$ cat src/rtl/fb_scanout.sv
// fb_scanout: 640x480@60 VGA timing generator that scans a 160x144 2-bit
// frame buffer at 3x scale, centred, with a configurable read latency.
module fb_scanout #(
    parameter int unsigned RD_LAT = 2,
    parameter logic [7:0]  SHADE0 = 8'hFF,
    parameter logic [7:0]  SHADE1 = 8'hAA,
    parameter logic [7:0]  SHADE2 = 8'h55,
    parameter logic [7:0]  SHADE3 = 8'h00,
    parameter logic [7:0]  BORDER = 8'h00
) (
    input  logic       rdclock,
    input  logic       reset_n,
    input  logic [1:0] pixel_in,
    output logic [8:0] X_read,
    output logic [8:0] Y_read,
    output logic [7:0] vga_r,
    output logic [7:0] vga_g,
    output logic [7:0] vga_b,
    output logic       vga_hs,
    output logic       vga_vs,
    output logic       vga_blank_n,
    output logic       frame_start
);

    // Stage bit layout: {frame_start, in_area, visible, hs_n, vs_n}
    localparam logic [4:0] StageIdle = 5'b00011;

    logic [9:0] h_q, h_d;
    logic [9:0] v_q, v_d;
    logic [8:0] x_q, x_d;
    logic [8:0] y_q, y_d;
    logic [1:0] xph_q, xph_d;
    logic [1:0] yph_q, yph_d;

    logic [4:0] pipe_q [RD_LAT];
    logic [4:0] pipe_d [RD_LAT];
    logic [4:0] cur_stage;
    logic [4:0] tail;

    logic [7:0] gray_q, gray_d;
    logic       hs_q, hs_d;
    logic       vs_q, vs_d;
    logic       blank_n_q, blank_n_d;
    logic       fs_q, fs_d;

    // Raster counters plus divide-by-3 read address generation for the next cycle.
    always_comb begin
        h_d   = (h_q == 10'd799) ? 10'd0 : h_q + 10'd1;
        v_d   = v_q;
        x_d   = x_q;
        xph_d = xph_q;
        y_d   = y_q;
        yph_d = yph_q;

        if (h_q == 10'd79) begin
            x_d   = 9'd0;
            xph_d = 2'd0;
        end else if (h_q >= 10'd80 && h_q <= 10'd558) begin
            if (xph_q == 2'd2) begin
                xph_d = 2'd0;
                x_d   = x_q + 9'd1;
            end else begin
                xph_d = xph_q + 2'd1;
            end
        end else begin
            x_d   = 9'd160;
            xph_d = 2'd0;
        end

        // Rows only change at the line wrap, so Y_read is constant across a line.
        if (h_q == 10'd799) begin
            v_d = (v_q == 10'd524) ? 10'd0 : v_q + 10'd1;
            if (v_q == 10'd23) begin
                y_d   = 9'd0;
                yph_d = 2'd0;
            end else if (v_q >= 10'd24 && v_q <= 10'd454) begin
                if (yph_q == 2'd2) begin
                    yph_d = 2'd0;
                    y_d   = y_q + 9'd1;
                end else begin
                    yph_d = yph_q + 2'd1;
                end
            end else begin
                y_d   = 9'd144;
                yph_d = 2'd0;
            end
        end
    end

    // Timing flags for the current (h,v) and the shift register that delays them.
    always_comb begin
        cur_stage[4] = (h_q == 10'd0) && (v_q == 10'd0);
        cur_stage[3] = (h_q >= 10'd80) && (h_q <= 10'd559) && (v_q >= 10'd24) && (v_q <= 10'd455);
        cur_stage[2] = (h_q < 10'd640) && (v_q < 10'd480);
        cur_stage[1] = !((h_q >= 10'd656) && (h_q <= 10'd751));
        cur_stage[0] = !((v_q >= 10'd490) && (v_q <= 10'd491));
        pipe_d[0]    = cur_stage;
        for (int unsigned i = 1; i < RD_LAT; i++) begin
            pipe_d[i] = pipe_q[i-1];
        end
        tail = pipe_q[RD_LAT-1];
    end

    // Output colour/sync selection from the delayed flags and the returned pixel.
    always_comb begin
        gray_d = 8'h00;
        if (tail[2]) begin
            if (tail[3]) begin
                unique case (pixel_in)
                    2'd0:    gray_d = SHADE0;
                    2'd1:    gray_d = SHADE1;
                    2'd2:    gray_d = SHADE2;
                    default: gray_d = SHADE3;
                endcase
            end else begin
                gray_d = BORDER;
            end
        end
        blank_n_d = tail[2];
        hs_d      = tail[1];
        vs_d      = tail[0];
        fs_d      = tail[4];
    end

    // All state, synchronously cleared to the idle raster position.
    always_ff @(posedge rdclock) begin
        if (!reset_n) begin
            h_q       <= 10'd0;
            v_q       <= 10'd0;
            x_q       <= 9'd160;
            y_q       <= 9'd144;
            xph_q     <= 2'd0;
            yph_q     <= 2'd0;
            for (int unsigned i = 0; i < RD_LAT; i++) begin
                pipe_q[i] <= StageIdle;
            end
            gray_q    <= 8'h00;
            hs_q      <= 1'b1;
            vs_q      <= 1'b1;
            blank_n_q <= 1'b0;
            fs_q      <= 1'b0;
        end else begin
            h_q       <= h_d;
            v_q       <= v_d;
            x_q       <= x_d;
            y_q       <= y_d;
            xph_q     <= xph_d;
            yph_q     <= yph_d;
            for (int unsigned i = 0; i < RD_LAT; i++) begin
                pipe_q[i] <= pipe_d[i];
            end
            gray_q    <= gray_d;
            hs_q      <= hs_d;
            vs_q      <= vs_d;
            blank_n_q <= blank_n_d;
            fs_q      <= fs_d;
        end
    end

    assign X_read      = x_q;
    assign Y_read      = y_q;
    assign vga_r       = gray_q;
    assign vga_g       = gray_q;
    assign vga_b       = gray_q;
    assign vga_hs      = hs_q;
    assign vga_vs      = vs_q;
    assign vga_blank_n = blank_n_q;
    assign frame_start = fs_q;

endmodule

$ cat config.mk
export PLATFORM = sky130hd
export DESIGN_NAME = fb_scanout
export DESIGN_NICKNAME = d
export VERILOG_FILES = /design/src/rtl/fb_scanout.sv
export SDC_FILE = /design/constraint.sdc
export NUM_CORES = 1
export LEC_CHECK = 0
export CAP_MARGIN = 20
export CORE_ASPECT_RATIO = 0.8
export CORE_MARGIN = 2
export CORE_UTILIZATION = 55
export CTS_BUF_LIST = sky130_fd_sc_hd__clkbuf_8
export DETAILED_ROUTE_END_ITERATION = 12
export HOLD_SLACK_MARGIN = 0.15
export PLACE_DENSITY_LB_ADDON = 0.3
export REMOVE_ABC_BUFFERS = 1
export SKIP_CTS_REPAIR_TIMING = 1
export SLEW_MARGIN = 25
export SYNTH_ARGS = -nofsm -noshare
export SYNTH_HDL_FRONTEND = slang
export SYNTH_SLANG_ARGS = --single-unit
export TNS_END_PERCENT = 100
$ cat constraint.sdc
create_clock -name rdclock -period 2.6 [get_ports rdclock]
set_input_delay 0.78 -clock rdclock [delete_from_list [all_inputs] [get_ports rdclock]]
set_output_delay 0.78 -clock rdclock [all_outputs]
set_load 0.01 [all_outputs]
==> results.sh <==
export IMPL_ys_seq_area_share_pct=40.5
export IMPL_ant_nets=0
export IMPL_tns_ps=0
export IMPL_firstDrtPassIters=4
export IMPL_dp_hpwl_um=4120
export IMPL_track_usage_pct=21.1
export IMPL_numPortBuffers=49
export IMPL_r2r_setup_slack_ps=260
export IMPL_report_final_slew_viol_count=0
export IMPL_crit_required_ps=2870
export IMPL_fin_cells=428
export IMPL_final_hold_violation_count=0
export IMPL_cts_num_sinks=58
export IMPL_rsz0062_at_grt="no"
export IMPL_period_needed_ps=2340
export IMPL_max_freq_mhz=428
export IMPL_postSynthAreaPerCell_sq_um=8.61
export IMPL_finalCritPeriodShare_pct=89.9
export IMPL_clockBufferDepth=2
export IMPL_synth_area_sq_um=2870
export IMPL_nets=374
export IMPL_end_kind="register"
export IMPL_fp_dieH_um=68.6
export IMPL_wl_per_cell_um=13.5
export IMPL_crit_fanout=10
export IMPL_rows=23
export IMPL_clock_latency_ps=340
export IMPL_place_congestion=0.900
export IMPL_multi_input_area_sq_um=1420
export IMPL_cts_buffers=9
export IMPL_drtIter0Drc=162
export IMPL_ys_warn_count=0
export IMPL_antenna_found_initial=0
export IMPL_pin_count=50
export IMPL_async_reset_ff_share_pct=0
export IMPL_n_fill_cell=393
export IMPL_die_w_um=84.7
export IMPL_status="complete, no violations"
export IMPL_grt_max_degree=17
export IMPL_p_per_area_nw_per_um2=487
export IMPL_vias_per_cell=5.62
export IMPL_core_sq_um=5010
export IMPL_tritoncts="done"
export IMPL_start_util_pct=57.3
export IMPL_synth_edf_count=0
export IMPL_clk_pin_slew_ps=60
export IMPL_drv_cap=0
export IMPL_synth_seq_cells=58
export IMPL_routed_wl_um=5790
export IMPL_area_growth_pct=19.1
export IMPL_fp_dieArea_sq_um=5810
export IMPL_dr_total_vias=2407
export IMPL_setup_ws_ps=263
export IMPL_drive_gt1_share_pct=8.47
export IMPL_vdd_ir_drop_max_v=0.000386
export IMPL_fin_worst_skew_ps=5.71
export IMPL_cp_start_kind="register"
export IMPL_holdCritPathClass="register to register"
export IMPL_n_antenna_cell=0
export IMPL_worstMarginPinSlew_ps=506
export IMPL_dp_cells=412
export IMPL_grt_pass1_vias=2126
export IMPL_worstSetupPathType="register to register"
export IMPL_setup_viol=0
export IMPL_root_buffer="clkbuf_8"
export IMPL_p_leak_nw=1.29
export IMPL_p_total_mw=1.66
export IMPL_htreeDepth=3
export IMPL_post_route_util_pct=68.2
export IMPL_synth_distinct_cells=57
export IMPL_syn_inst=333
export IMPL_dp_slack_ps=262
export IMPL_regArea_sq_um=1160
export IMPL_overflow=0
export IMPL_cp_arrival_ps=2610
export IMPL_route_detailed_drc=0
export IMPL_slew_headroom_pct=65.9
export IMPL_grt_pass1_wl_um=9600
export IMPL_synth_flop_cell="dfxtp_1"
critical path, stage by stage, from the launching register on:
cell     delay [ps]
dfxtp_1         390
ha_1            240
nand3_2         100
or4_4           530
a31o_1          320
or4_1           530
a21oi_1         160
placed cells by master (no fill, tap or decap), types with 3 or more instances in the layout:
cell type / count
a21oi_1: 11
a31oi_1: 3
and2_1: 6
and3_1: 7
buf_4: 7
clkbuf_8: 10
clkdlybuf4s50_1: 49
clkinv_2: 3
dfxtp_1: 58
ha_1: 9
inv_1: 12
nand2_1: 27
nand2b_1: 5
nand3_1: 13
nand4_1: 16
nor2_1: 39
nor3_1: 8
nor4_1: 4
nor4b_1: 4
o21ai_0: 7
or4_1: 3
xnor2_1: 8
xor2_1: 15
cells in the mapped netlist (all sizes together), types with 2 or more instances:
cell    number  area share (%)
ha           9             3.9
a21oi       11             1.9
a21o         2            0.52
a31o         2            0.61
and3         8             1.8
o21ai        8             1.4
clkbuf      13             1.7
a31oi        3            0.65
nor3         8             1.4
and4b        2            0.70
or4          4             1.2
nand4       16             3.5
nand2       27             3.5
xor2        15             4.6
nor2        39             5.1
nand2b       5             1.1
nand3       14             2.6
nor4         4            0.87
a32oi        2            0.61
nand4b       3             1.4
or3          3            0.70
inv         11             1.4
xnor2        8             2.4
nor4b        4             1.2
and4         2            0.61
nand3b       2            0.52
or4b         2            0.70
and2         7             1.5
buf         26             6.8
dfxtp       58              40
cell type report:
| type | count | area share [%] |
|---|---|---|
| well taps | 62 | 2.27 |
| inverters | 11 | 1.21 |
| clock buffers | 10 | 4.03 |
| flip-flops and latches | 58 | 34.0 |
| multi-input cells | 225 | 41.6 |
| clock inverters | 6 | 0.989 |
| repair buffers | 56 | 15.9 |
flip-flops by register name (all words and copies together) (netlist names), 2 cells and up:
register	flops
X_read	9
xph_q	2
Y_read	9
h_q	10
v_q	10
vga_b	2
yph_q	2
pipe_q	10
cells by family (layout without fill, tap and decap cells):
kind of cell    Yosys count  count (layout)  share of synthesized area, %
compound gates           38              38                          8.64
xor+xnor                 23              23                          7.02
fa+ha+maj                 9               9                          3.93
buf+inv                  50              83                          9.99
flops                    58              58                          40.5
mux                       1               1                         0.349
simple gates            154             154                          29.6
metal layers:
| layer | GRT usage [%] | up-vias | wire length (um) |
|---|---|---|---|
| met4 | 8.13 | 0 | 83 |
| met2 | 34.4 | 79 | 2550 |
| met5 | 0 | - | 0 |
| met1 | 26.1 | 1119 | 2730 |
| li1 | - | 1198 | - |
| met3 | 7.14 | 11 | 424 |
power by group:
part | internal (mW) | switching (mW) | leakage [nW]
Clock | 0.362 | 0.354 | 0.0892
Sequential | 0.898 | 0.00580 | 0.469
Combinational | 0.0197 | 0.0227 | 0.727
per-stage QoR:
step           hold slack (ps)  instance area [sq um]
2_1_floorplan              386                   2620
3_3_place_gp               392                   3240
3_5_place_dp               397                   3240
4_1_cts                    417                   3410
5_1_grt                    429                   3410
6_report                   413                   3410
final timing paths:
kind | depth (start not counted) | from | to
max | 6 | h_q[1] | Y_read[8]
min | 1 | pipe_q[0][6] | vga_hs
max reg2reg | 6 | h_q[1] | Y_read[8]
min reg2reg | 1 | pipe_q[0][6] | vga_hs
(Power assumes the default switching activity.)
